### src/rtl/exception_pkg.sv
// Shared types for the exception sequencer: FSM states, the latched request
// record, the exccode constants and the "code carries a bad address" predicate.
package exception_pkg;

  typedef enum logic [1:0] {
    ST_IDLE     = 2'd0,
    ST_DRAIN    = 2'd1,
    ST_COMMIT   = 2'd2,
    ST_REDIRECT = 2'd3
  } seq_state_e;

  localparam logic [4:0] CODE_MOD  = 5'd1;
  localparam logic [4:0] CODE_TLBL = 5'd2;
  localparam logic [4:0] CODE_TLBS = 5'd3;
  localparam logic [4:0] CODE_ADEL = 5'd4;
  localparam logic [4:0] CODE_ADES = 5'd5;

  // Everything captured at accept; held stable until the sequence ends.
  typedef struct packed {
    logic        is_exc;
    logic [4:0]  code;
    logic [31:0] pc;
    logic [31:0] badvaddr;
    logic        in_ds;
    logic [31:0] location;
    logic [31:0] epc;
    logic        status_exl;
  } exc_req_t;

  function automatic logic has_badvaddr(input logic [4:0] code);
    return (code == CODE_MOD)  || (code == CODE_TLBL) || (code == CODE_TLBS) ||
           (code == CODE_ADEL) || (code == CODE_ADES);
  endfunction

endpackage

### src/rtl/exception_seq_if.sv
// Commit-stage <-> exception sequencer bundle. EXCEPTION_SEQ_PERF_EN adds the
// exc_count / eret_count counter outputs.
interface exception_seq_if;
  logic        exc_valid;
  logic [4:0]  exc_code;
  logic [31:0] exc_pc;
  logic [31:0] exc_badvaddr;
  logic        exc_in_delay_slot;
  logic [31:0] exc_location;
  logic        eret_req;
  logic [31:0] epc_in;
  logic        status_exl;
  logic        mem_busy;

  logic        flush;
  logic        stall;
  logic        cp0_we;
  logic [31:0] epc_wr;
  logic [4:0]  exccode_wr;
  logic        bd_wr;
  logic        epc_we;
  logic        badvaddr_we;
  logic [31:0] badvaddr_wr;
  logic        exl_set;
  logic        exl_clr;
  logic        redirect_valid;
  logic [31:0] redirect_pc;
  logic        drain_timeout;
  logic        busy;
  logic        ack;
`ifdef EXCEPTION_SEQ_PERF_EN
  logic [31:0] exc_count;
  logic [31:0] eret_count;
`endif

  modport master (
    output exc_valid, exc_code, exc_pc, exc_badvaddr, exc_in_delay_slot,
           exc_location, eret_req, epc_in, status_exl, mem_busy,
`ifdef EXCEPTION_SEQ_PERF_EN
    input  exc_count, eret_count,
`endif
    input  flush, stall, cp0_we, epc_wr, exccode_wr, bd_wr, epc_we,
           badvaddr_we, badvaddr_wr, exl_set, exl_clr, redirect_valid,
           redirect_pc, drain_timeout, busy, ack
  );

  modport slave (
    input  exc_valid, exc_code, exc_pc, exc_badvaddr, exc_in_delay_slot,
           exc_location, eret_req, epc_in, status_exl, mem_busy,
`ifdef EXCEPTION_SEQ_PERF_EN
    output exc_count, eret_count,
`endif
    output flush, stall, cp0_we, epc_wr, exccode_wr, bd_wr, epc_we,
           badvaddr_we, badvaddr_wr, exl_set, exl_clr, redirect_valid,
           redirect_pc, drain_timeout, busy, ack
  );
endinterface

### src/rtl/exception_seq_drain.sv
// Drain-cycle counter with a forced exit after DRAIN_MAX busy cycles and a
// sticky timeout flag that only reset clears.
module exception_seq_drain #(
  parameter int DRAIN_MAX = 255
) (
  input  logic clk,
  input  logic resetn,
  input  logic start,
  input  logic active,
  input  logic mem_busy,
  output logic done,
  output logic timeout
);
  localparam int CW = (DRAIN_MAX < 1) ? 1 : $clog2(DRAIN_MAX + 1);

  logic [CW-1:0] cnt;
  logic          hit;

  // cnt counts completed DRAIN cycles, so the current one is cnt+1.
  assign hit  = active && mem_busy && (int'(cnt) >= DRAIN_MAX - 1);
  assign done = active && (!mem_busy || hit);

  always_ff @(posedge clk or negedge resetn) begin
    if (!resetn) begin
      cnt     <= '0;
      timeout <= 1'b0;
    end else begin
      if (start)
        cnt <= '0;
      else if (active && (int'(cnt) < DRAIN_MAX))
        cnt <= cnt + 1'b1;
      if (hit)
        timeout <= 1'b1;
    end
  end
endmodule

### src/rtl/exception_seq.sv
// Exception / ERET sequencer: accept, drain the pipeline, commit CP0, redirect
// fetch. Define EXCEPTION_SEQ_PERF_EN to add exception/ERET commit counters.
module exception_seq
  import exception_pkg::*;
#(
  parameter int DRAIN_MAX = 255
) (
  input  logic           clk,
  input  logic           resetn,
  exception_seq_if.slave bus
);
  seq_state_e state, state_nxt;
  exc_req_t   req_q;
  logic       accept, in_drain, drain_done;

  // Exception wins over a simultaneous ERET: is_exc is taken from exc_valid.
  assign accept   = (state == ST_IDLE) && (bus.exc_valid || bus.eret_req);
  assign in_drain = (state == ST_DRAIN);
  assign bus.ack  = accept && resetn;
  assign bus.busy = (state != ST_IDLE);

  exception_seq_drain #(.DRAIN_MAX(DRAIN_MAX)) u_drain (
    .clk      (clk),
    .resetn   (resetn),
    .start    (accept),
    .active   (in_drain),
    .mem_busy (bus.mem_busy),
    .done     (drain_done),
    .timeout  (bus.drain_timeout)
  );

  always_ff @(posedge clk or negedge resetn) begin
    if (!resetn) begin
      state <= ST_IDLE;
      req_q <= '0;
    end else begin
      state <= state_nxt;
      if (accept)
        req_q <= '{is_exc:     bus.exc_valid,
                   code:       bus.exc_code,
                   pc:         bus.exc_pc,
                   badvaddr:   bus.exc_badvaddr,
                   in_ds:      bus.exc_in_delay_slot,
                   location:   bus.exc_location,
                   epc:        bus.epc_in,
                   status_exl: bus.status_exl};
    end
  end

  always_comb begin
    state_nxt          = state;
    bus.flush          = 1'b0;
    bus.stall          = 1'b0;
    bus.cp0_we         = 1'b0;
    bus.epc_wr         = '0;
    bus.exccode_wr     = '0;
    bus.bd_wr          = 1'b0;
    bus.epc_we         = 1'b0;
    bus.badvaddr_we    = 1'b0;
    bus.badvaddr_wr    = '0;
    bus.exl_set        = 1'b0;
    bus.exl_clr        = 1'b0;
    bus.redirect_valid = 1'b0;
    bus.redirect_pc    = '0;
    case (state)
      ST_IDLE: if (accept) state_nxt = ST_DRAIN;
      ST_DRAIN: begin
        bus.flush = 1'b1;
        bus.stall = 1'b1;
        if (drain_done) state_nxt = ST_COMMIT;
      end
      ST_COMMIT: begin
        bus.stall  = 1'b1;
        bus.cp0_we = 1'b1;
        state_nxt  = ST_REDIRECT;
        if (req_q.is_exc) begin
          bus.exccode_wr = req_q.code;
          bus.exl_set    = 1'b1;
          // Nested exception (EXL already set) must not overwrite EPC/BD.
          if (!req_q.status_exl) begin
            bus.epc_we = 1'b1;
            bus.bd_wr  = req_q.in_ds;
            bus.epc_wr = req_q.in_ds ? req_q.pc - 32'd4 : req_q.pc;
          end
          if (has_badvaddr(req_q.code)) begin
            bus.badvaddr_we = 1'b1;
            bus.badvaddr_wr = req_q.badvaddr;
          end
        end else begin
          bus.exl_clr = 1'b1;
        end
      end
      ST_REDIRECT: begin
        bus.stall          = 1'b1;
        bus.redirect_valid = 1'b1;
        bus.redirect_pc    = req_q.is_exc ? req_q.location : req_q.epc;
        state_nxt          = ST_IDLE;
      end
      default: state_nxt = ST_IDLE;
    endcase
  end

`ifdef EXCEPTION_SEQ_PERF_EN
  logic [31:0] exc_cnt_q, eret_cnt_q;

  always_ff @(posedge clk or negedge resetn) begin
    if (!resetn) begin
      exc_cnt_q  <= '0;
      eret_cnt_q <= '0;
    end else if (state == ST_COMMIT) begin
      if (req_q.is_exc) exc_cnt_q  <= exc_cnt_q + 32'd1;
      else              eret_cnt_q <= eret_cnt_q + 32'd1;
    end
  end

  assign bus.exc_count  = exc_cnt_q;
  assign bus.eret_count = eret_cnt_q;
`else
  // Counters compiled out; the sequencer itself is unchanged.
`endif
endmodule

### src/flat_wrapper.sv
// flat-port wrapper written by rule: the top's interface ports become plain ports
module exception_seq_flat import exception_pkg::*;
#(
  parameter int DRAIN_MAX = 255
)
  (clk, resetn, bus_exc_valid, bus_exc_code, bus_exc_pc, bus_exc_badvaddr, bus_exc_in_delay_slot, bus_exc_location, bus_eret_req, bus_epc_in, bus_status_exl, bus_mem_busy, bus_flush, bus_stall, bus_cp0_we, bus_epc_wr, bus_exccode_wr, bus_bd_wr, bus_epc_we, bus_badvaddr_we, bus_badvaddr_wr, bus_exl_set, bus_exl_clr, bus_redirect_valid, bus_redirect_pc, bus_drain_timeout, bus_busy, bus_ack);
  exception_seq_if bus_i ();
  input  logic clk;
  input  logic resetn;
  input wire logic [$bits(bus_i.exc_valid)-1:0] bus_exc_valid;
  input wire logic [$bits(bus_i.exc_code)-1:0] bus_exc_code;
  input wire logic [$bits(bus_i.exc_pc)-1:0] bus_exc_pc;
  input wire logic [$bits(bus_i.exc_badvaddr)-1:0] bus_exc_badvaddr;
  input wire logic [$bits(bus_i.exc_in_delay_slot)-1:0] bus_exc_in_delay_slot;
  input wire logic [$bits(bus_i.exc_location)-1:0] bus_exc_location;
  input wire logic [$bits(bus_i.eret_req)-1:0] bus_eret_req;
  input wire logic [$bits(bus_i.epc_in)-1:0] bus_epc_in;
  input wire logic [$bits(bus_i.status_exl)-1:0] bus_status_exl;
  input wire logic [$bits(bus_i.mem_busy)-1:0] bus_mem_busy;
  output wire logic [$bits(bus_i.flush)-1:0] bus_flush;
  output wire logic [$bits(bus_i.stall)-1:0] bus_stall;
  output wire logic [$bits(bus_i.cp0_we)-1:0] bus_cp0_we;
  output wire logic [$bits(bus_i.epc_wr)-1:0] bus_epc_wr;
  output wire logic [$bits(bus_i.exccode_wr)-1:0] bus_exccode_wr;
  output wire logic [$bits(bus_i.bd_wr)-1:0] bus_bd_wr;
  output wire logic [$bits(bus_i.epc_we)-1:0] bus_epc_we;
  output wire logic [$bits(bus_i.badvaddr_we)-1:0] bus_badvaddr_we;
  output wire logic [$bits(bus_i.badvaddr_wr)-1:0] bus_badvaddr_wr;
  output wire logic [$bits(bus_i.exl_set)-1:0] bus_exl_set;
  output wire logic [$bits(bus_i.exl_clr)-1:0] bus_exl_clr;
  output wire logic [$bits(bus_i.redirect_valid)-1:0] bus_redirect_valid;
  output wire logic [$bits(bus_i.redirect_pc)-1:0] bus_redirect_pc;
  output wire logic [$bits(bus_i.drain_timeout)-1:0] bus_drain_timeout;
  output wire logic [$bits(bus_i.busy)-1:0] bus_busy;
  output wire logic [$bits(bus_i.ack)-1:0] bus_ack;
  assign bus_i.exc_valid = bus_exc_valid;
  assign bus_i.exc_code = bus_exc_code;
  assign bus_i.exc_pc = bus_exc_pc;
  assign bus_i.exc_badvaddr = bus_exc_badvaddr;
  assign bus_i.exc_in_delay_slot = bus_exc_in_delay_slot;
  assign bus_i.exc_location = bus_exc_location;
  assign bus_i.eret_req = bus_eret_req;
  assign bus_i.epc_in = bus_epc_in;
  assign bus_i.status_exl = bus_status_exl;
  assign bus_i.mem_busy = bus_mem_busy;
  assign bus_flush = bus_i.flush;
  assign bus_stall = bus_i.stall;
  assign bus_cp0_we = bus_i.cp0_we;
  assign bus_epc_wr = bus_i.epc_wr;
  assign bus_exccode_wr = bus_i.exccode_wr;
  assign bus_bd_wr = bus_i.bd_wr;
  assign bus_epc_we = bus_i.epc_we;
  assign bus_badvaddr_we = bus_i.badvaddr_we;
  assign bus_badvaddr_wr = bus_i.badvaddr_wr;
  assign bus_exl_set = bus_i.exl_set;
  assign bus_exl_clr = bus_i.exl_clr;
  assign bus_redirect_valid = bus_i.redirect_valid;
  assign bus_redirect_pc = bus_i.redirect_pc;
  assign bus_drain_timeout = bus_i.drain_timeout;
  assign bus_busy = bus_i.busy;
  assign bus_ack = bus_i.ack;
  exception_seq #(.DRAIN_MAX(DRAIN_MAX)) u_core (.clk(clk), .resetn(resetn), .bus(bus_i));
endmodule
### config.mk
export PLATFORM = sky130hd
export DESIGN_NAME = exception_seq_flat
export DESIGN_NICKNAME = d
export VERILOG_FILES = /design/src/rtl/exception_pkg.sv /design/src/rtl/exception_seq_if.sv /design/src/rtl/exception_seq_drain.sv /design/src/rtl/exception_seq.sv /design/src/flat_wrapper.sv
export SDC_FILE = /design/constraint.sdc
export NUM_CORES = 1
export LEC_CHECK = 0
export CORE_MARGIN = 4
export CORE_UTILIZATION = 30
export CTS_CLUSTER_SIZE = 12
export DETAILED_ROUTE_END_ITERATION = 8
export SETUP_SLACK_MARGIN = 0.3
export SKIP_LAST_GASP = 1
export SLEW_MARGIN = 20
export SYNTH_ARGS = -nofsm -noshare
export SYNTH_HDL_FRONTEND = slang
export SYNTH_SLANG_ARGS = --single-unit
### constraint.sdc
create_clock -name clk -period 2.42 [get_ports clk]
set_clock_uncertainty 0.2 [all_clocks]
set_input_delay 0.484 -clock clk [delete_from_list [all_inputs] [get_ports clk]]
set_output_delay 0.484 -clock clk [all_outputs]
set_load 0.05 [all_outputs]
==> flow_summary_export.csv, run 1 <==
group,metric,value,unit
critical_path,r2r_slack,0.17,ns
pwr,pwr-share-seq,0.234,
timing,setup_viol,102,
synthesis,synth_common_cells,"nand2_1, dfrtp_1, clkbuf_1, and2_1, nor2b_1",
synthesis,mappedNetlistArea,7350,sq um
global_route,grt_pass1_vias,7236,
synthesis,yosysSeqAreaShare,0.500,
global_route,overflow,0,
floorplanning,fp.dieW,165,um
drt,drtAntennaViolNets,0,
global_route,grt_use_total,0.187,
placed_design,dp_slack,-0.447,ns
timing,relSlewSlack,0.433,
pwr,clkPwrFrac,0.139,
global_route,grt_max_degree,148,
timing,drv_slew,0,
placed_design,port_buffers,252,
timing,rsz0062_at_grt,"true",
drt,wl,28300,um
floorplanning,fp-row-count,57,
pwr,p_int,0.0107,W
min_path,min_path_type,"primary input to async pin",
pwr,leakagePower,6.68,nW
critical_path,crit_path_end_kind,"output port",
global_route,grt_antenna_before_repair,2,
synthesis,synth_edf_count,0,
critical_path,worstPathArrival,2.53,ns
pwr,p_switching,0.00788,W
drt,vias,7444,
critical_path,critical_path.cell_chain,"or4_4 -> or4_4 -> or4_4 -> a21oi_4 -> buf_12",
synthesis,yosysMostFrequentCell,"nand2_1",
floorplanning,io_pins,253,
floorplanning,die_area,27100,sq um
synthesis,synth_cell_type_count,46,
finish,num_antenna_cells,0,
placed_design,placed_area,12700,sq um
synthesis,synth_top_flop_cell,"dfrtp_1",
placed_design,placed_cells,1508,
synthesis,netlist_instances,892,
timing,finalWorstSetupSlack,-0.790,ns
finish,nFillCells,1920,
cts,clock_path_buffers,2,
outcome,outcome,"finished, violations left",
run,cap_violations,0,
cts,cts_tree,"done",
pwr,vdd_drop_max,0.000641,V
floorplanning,fp.dieH,165,um
finish,layout-drive-gt1-share,0.385,
placed_design,gp_congestion,0.823,
cts,clk_pin_slew,0.07,ns
outcome,violations,"hold timing, setup timing",
finish,fin_cells,1606,
synthesis,async_reset_ff_frac,1.00,
timing,hold_viol,5,
critical_path,cp_slowest_stage_delay,0.56,ns
synthesis,yosys_warnings,0,
floorplanning,start_util,0.304,
critical_path,startpoint_type,"register",
synthesis,postSynthAreaPerCell,8.24,sq um
synthesis,ys_ff_latch,147,
critical_path,worstPathMaxFanout,3,
timing,finalCritPeriodShare,1.33,
pwr,switching_share,0.424,
drt,drtPass1Iterations,5,
floorplanning,core_area,24200,sq um
cts,cts_root_buf,"clkbuf_16",
critical_path,path_delay_family,"simple AND/OR/NAND/NOR gates",
finish,syn2layout_area_growth,101,%
pwr,power_density,1250,nW/um^2
global_route,grt_pass1_wl,39700,um
timing,fin_crit,3.21,ns
critical_path,crit_buf_inv,1,
drt,avgRoutedWirePerCell,17.6,um
timing,hold_slack,-0.0371,ns
drt,drc,0,
timing,tightest_slew,0.851,ns
cts,insertion_delay,0.41,ns
synthesis,yosys-top-cells-area,"dfrtp_1, nand2_1, mux2i_1",
pwr,power_frac_comb,0.627,
synthesis,synth_top_area_share,0.500,
finish,fin_nets,1416,
critical_path,critical_path_class,"register to output port",
drt,drtIter0Drc,324,
timing,fmax,312,MHz
cts,clkSinkCount,147,
cts,cts_made_buffers,17,
synthesis,synth_top_cell_by_area,"dfrtp_1",
critical_path,path_common_cell,"or4_4",
critical_path,slowest_stage,"or4_4",
synthesis,synthesis.nets,1039,
cts,cts-htree-levels,4,
critical_path,cp_data_required_time,1.74,ns
finish,finalInstanceArea,14800,sq um
placed_design,dpl.hpwl,17300,um
drt,vias_per_cell,4.64,
## layout make-up
class	count	area, sq um	area share
Timing Repair Buffer	410	5550	0.375
Multi-Input combinational cell	685	4550	0.308
Sequential cell	147	3680	0.249
Clock buffer	18	439	0.0297
Tap cell	324	405	0.0274
Clock inverter	14	140	0.00946
Inverter	8	40.0	0.00270
## per-stage QoR
stage | util | total power [W] | setup TNS [ns]
2_1_floorplan | - | 0.00983 | -6.78
4_1_cts | 0.581 | 0.0175 | -34.34
5_1_grt | 0.613 | 0.0197 | -45.65
3_5_place_dp | 0.525 | 0.0138 | -4.00
3_3_place_gp | 0.525 | 0.0137 | -4.08
6_report | 0.613 | 0.0186 | -37.65
## path summary, 6_finish.rpt
check,startpoint,end,cells after the start
max reg2reg,u_core.state[0],u_core.state[1],11
min reg2reg,u_core.req_q[34],u_core.req_q[34],2
max,u_core.req_q[119],bus_epc_wr[27],5
min,resetn,u_core.req_q[66],2
max in group asynchronous,resetn,u_core.req_q[64],2
min in group clk,u_core.req_q[34],u_core.req_q[34],2
## power by group through the flow
stage | Sequential, W | Clock [W] | Combinational [W]
6_report | 0.00435 | 0.00258 | 0.0117
5_1_grt | 0.00449 | 0.00275 | 0.0124
4_1_cts | 0.00434 | 0.00265 | 0.0105
3_5_place_dp | 0.00437 | 0 | 0.00947
3_3_place_gp | 0.00433 | 0 | 0.00937
2_1_floorplan | 0.00430 | 0 | 0.00553
## cells by family (layout without fill, tap and decap cells)
kind of cell / count (synthesis) / after routing / share of synthesized area
AO/OA/AOI/OAI: 51 / 51 / 0.0437
XOR/XNOR: 17 / 17 / 0.0203
adder cells (fa/ha/maj): 7 / 7 / 0.0119
buffers and inverters: 60 / 450 / 0.0317
flip-flops: 147 / 147 / 0.500
multiplexers: 33 / 33 / 0.0451
AND/OR/NAND/NOR: 577 / 577 / 0.347
## layer usage
layer,wire [um],GRT usage,share of wire,vias to the layer above
li1,-,-,-,3625
met1,11400,0.238,0.40,3565
met2,14000,0.313,0.50,223
met3,2400,0.0639,0.085,27
met4,445,0.0374,0.016,4
met5,34,0,0.0012,-
## placed cells by master, fill, tap and decap left out, types with 5 or more instances in the layout
master and count:
nand2_1 396, dfrtp_1 145, clkdlybuf4s50_1 138, buf_12 126, buf_4 82, and2_4 36, nor2b_4 33, buf_6 33
mux2i_1 31, clkbuf_16 27, a21oi_4 19, or4_4 17, nor2_1 14, nand2_2 13, nor2_4 12, buf_8 12
o31ai_1 11, buf_16 8, xnor2_1 7, nand2_4 6, nand4_1 6, xor2_2 6, and3_4 5
## what timing repair did
item / CTS / global route
gates cloned: 8 / 14
buffers inserted: 29 / 15
endpoints found under the hold margin: 0 / 0
hold buffers: 0 / 0
pin swaps: 37 / 43
resized for setup: 79 / 82
setup endpoints to repair: 111 / 232
## flip-flops by register name (all words and copies together) (netlist names)
register	flops
u_core.u_drain.timeout	1
u_core.u_drain.cnt	8
u_core.req_q	136
u_core.state	2
Power figures use the tool's default switching activity.
==> run 2: changes to the inputs <==
--- a/config.mk
+++ b/config.mk
@@ -14,4 +14,5 @@
 export SLEW_MARGIN = 20
 export SYNTH_ARGS = -nofsm -noshare
 export SYNTH_HDL_FRONTEND = slang
+export SYNTH_HIERARCHICAL = 1
 export SYNTH_SLANG_ARGS = --single-unit
==> flow_summary_export.csv, run 2 <==
group,metric,value,unit
synthesis,synth_top_area_share,0.494,
floorplanning,fp.dieH,166,um
pwr,p_switching,0.00746,W
finish,largest_reg_flops,136,
synthesis,yosysMostFrequentCell,"nand2_1",
cts,cts-htree-levels,4,
synthesis,synthesis.nets,1045,
synthesis,postSynthAreaPerCell,8.29,sq um
timing,relSlewSlack,0.584,
synthesis,yosysSeqAreaShare,0.494,
critical_path,worstPathArrival,2.82,ns
critical_path,critical_path_class,"register to output port",
cts,cts_tree,"done",
critical_path,worstPathMaxFanout,3,
finish,register_area,3680,sq um
timing,fmax,285,MHz
global_route,grt_pass1_vias,7547,
global_route,overflow,0,
finish,nFillCells,2071,
timing,tightest_slew,0.624,ns
finish,layout-drive-gt1-share,0.377,
pwr,power.total,0.0180,W
synthesis,synth_fa_ha_area_frac,0.0118,
global_route,top_usage_layer,"met2",
synthesis,synth_cell_type_count,56,
finish,syn2layout_area_growth,95.1,%
timing,setup_viol,100,
drt,vias_per_cell,4.65,
finish,layout_common_cells,"nand2_1, dfrtp_1, clkdlybuf4s50_1, buf_12, buf_4",
synthesis,mappedNetlistArea,7440,sq um
timing,hold_viol,0,
min_path,min_path_type,"primary input to async pin",
cts,clock_path_buffers,2,
cts,insertion_delay,0.41,ns
synthesis,netlist_instances,898,
run,cap_violations,0,
placed_design,port_buffers,252,
cts,clkSinkCount,147,
pwr,power_density,1240,nW/um^2
synthesis,synth_compound_gate_area_share,0.0476,
cts,clk_pin_slew,0.06,ns
placed_design,placed_cells,1506,
global_route,grt_use_total,0.197,
drt,drtAntennaViolNets,0,
synthesis,synth_top_family_by_area,"simple AND/OR/NAND/NOR gates",
floorplanning,fp-row-count,57,
pwr,clkPwrFrac,0.157,
drt,drc,0,
critical_path,cp_data_required_time,1.74,ns
floorplanning,start_util,0.305,
timing,fin_crit,3.51,ns
floorplanning,io_pins,253,
global_route,grt.met1_usage,0.250,
drt,vias,7430,
drt,drtIter0Drc,303,
pwr,vdd_drop_max,0.000666,V
timing,finalWorstSetupSlack,-1.09,ns
outcome,violations,"setup timing",
finish,max_flop_register,"u_core/req_q",
timing,rsz0062_at_grt,"true",
synthesis,yosys-top-cells-area,"dfrtp_1, nand2_1, mux2i_1",
outcome,outcome,"finished, violations left",
finish,top_regs,"u_core/req_q x136, u_core/u_drain/cnt x8, u_core/state x2",
pwr,p_int,0.0106,W
synthesis,yosys.area_share.xor_xnor,0.0141,
global_route,grt_pass1_wl,42000,um
global_route,grt_max_degree,134,
timing,drv_slew,0,
finish,final_common_cell,"nand2_1",
synthesis,ys_ff_latch,147,
cts,cts_root_buf,"clkbuf_16",
drt,wl,28400,um
synthesis,async_reset_ff_frac,1.00,
global_route,grt_antenna_before_repair,2,
drt,avgRoutedWirePerCell,17.8,um
floorplanning,die_area,27400,sq um
pwr,switching_share,0.414,
synthesis,synthMuxAreaShare,0.0496,
pwr,leakagePower,6.54,nW
critical_path,startpoint_type,"register",
timing,totalNegativeSetupSlack,-37.64,ns
synthesis,yosys_warnings,6,
floorplanning,fp.dieW,166,um
synthesis,synth_common_cells,"nand2_1, dfrtp_1, clkbuf_1, and2_1, nor2b_1",
global_route,globalRouteMet3Util,0.0688,
synthesis,synth_top_flop_cell,"dfrtp_1",
synthesis,synthSimpleGateAreaFrac,0.346,
cts,cts_made_buffers,17,
synthesis,synth_edf_count,0,
floorplanning,core_area,24400,sq um
critical_path,crit_path_end_kind,"output port",
drt,drtPass1Iterations,5,
timing,hold_slack,0.0125,ns
pwr,pwr-share-seq,0.242,
global_route,grtUsageMet2,0.321,
finish,multiInputGateArea,4590,sq um
synthesis,synth_top_cell_by_area,"dfrtp_1",
pwr,power_frac_comb,0.601,
placed_design,gp_congestion,0.856,
finish,fin_nets,1407,
finish,fin_cells,1597,
critical_path,reg2regPathDepth,11,
placed_design,dpl.hpwl,17500,um
timing,finalCritPeriodShare,1.45,
placed_design,dp_slack,-0.661,ns
==> run 2: cell types whose count changed after synthesis, moves of 5 or more <==
| cell | change |
|---|---|
| or3_1 | +11 |
| nand2_1 | -8 |
| nor2_1 | -7 |
| xor2_1 | -6 |
| clkbuf_1 | -5 |
| o21ai_0 | +5 |
==> run 2: logic make-up (layout without fill, tap and decap cells) <==
group / Yosys count / after routing
AOI/OAI and AO/OA: 56 / 56
and+or+nand+nor: 573 / 574
buffers and inverters: 67 / 440
muxes: 36 / 36
other: 0 / 1
xor gates and xnor gates: 12 / 12
adders and majority gates: 7 / 7
DFF: 147 / 147
==> run 2: metrics by stage <==
step / util / cell area, sq um
final: 0.595 / 14500
after global routing: 0.595 / 14500
after CTS: 0.577 / 14100
after detailed placement: 0.511 / 12500
after global placement: 0.511 / 12500
after floorplan: - / 8270
==> run 2: routing by layer <==
layer,wire [um],vias to the layer above
met2,13700,228
li1,-,3623
met1,11700,3547
met4,513,2
met3,2530,30
met5,13,-
==> run 2: critical path: stages, from the launching register on <==
cell and delay [ns]:
dfrtp_1 0.42, inv_2 0.12, ha_4 0.14, or4bb_4 0.49
or3_1 0.39, or4_4 0.54, a21oi_4 0.16, buf_12 0.15
==> run 2: cell type report <==
type,instances,share of cell area
Tap cell,324,0.0279
Clock buffer,20,0.0315
Sequential cell,147,0.253
Inverter,13,0.00465
Antenna cell,1,0.000172
Clock inverter,11,0.0122
Timing Repair Buffer,396,0.354
Multi-Input combinational cell,685,0.316
==> run 2: worst paths after layout <==
path                                   start  slack [ns]                     to
max                        u_core/req_q[100]       -1.09         bus_epc_wr[30]
min                                   resetn        0.01       u_core/req_q[96]
max reg2reg                  u_core/state[1]        0.31  u_core/u_drain/cnt[7]
min reg2reg                 u_core/req_q[32]        0.27       u_core/req_q[32]
max in group asynchronous             resetn        0.79       u_core/req_q[26]
min in group clk            u_core/req_q[32]        0.27       u_core/req_q[32]
==> run 2: power groups by stage <==
stage / registers (W) / logic [W] / clock network, W
3_5_place_dp: 0.00434 / 0.00873 / 0
3_3_place_gp: 0.00428 / 0.00864 / 0
6_report: 0.00436 / 0.0108 / 0.00283
5_1_grt: 0.00450 / 0.0116 / 0.00303
4_1_cts: 0.00434 / 0.0101 / 0.00291
2_1_floorplan: 0.00427 / 0.00530 / 0
==> run 2: timing repair <==
| action | in CTS | in global routing |
|---|---|---|
| endpoints found under the hold margin | 2 | 0 |
| setup endpoints to repair | 113 | 150 |
| pin swaps | 39 | 19 |
| resized for setup | 106 | 47 |
| hold buffers | 2 | 0 |
| setup buffers | 24 | 17 |
| gates cloned | 11 | 5 |
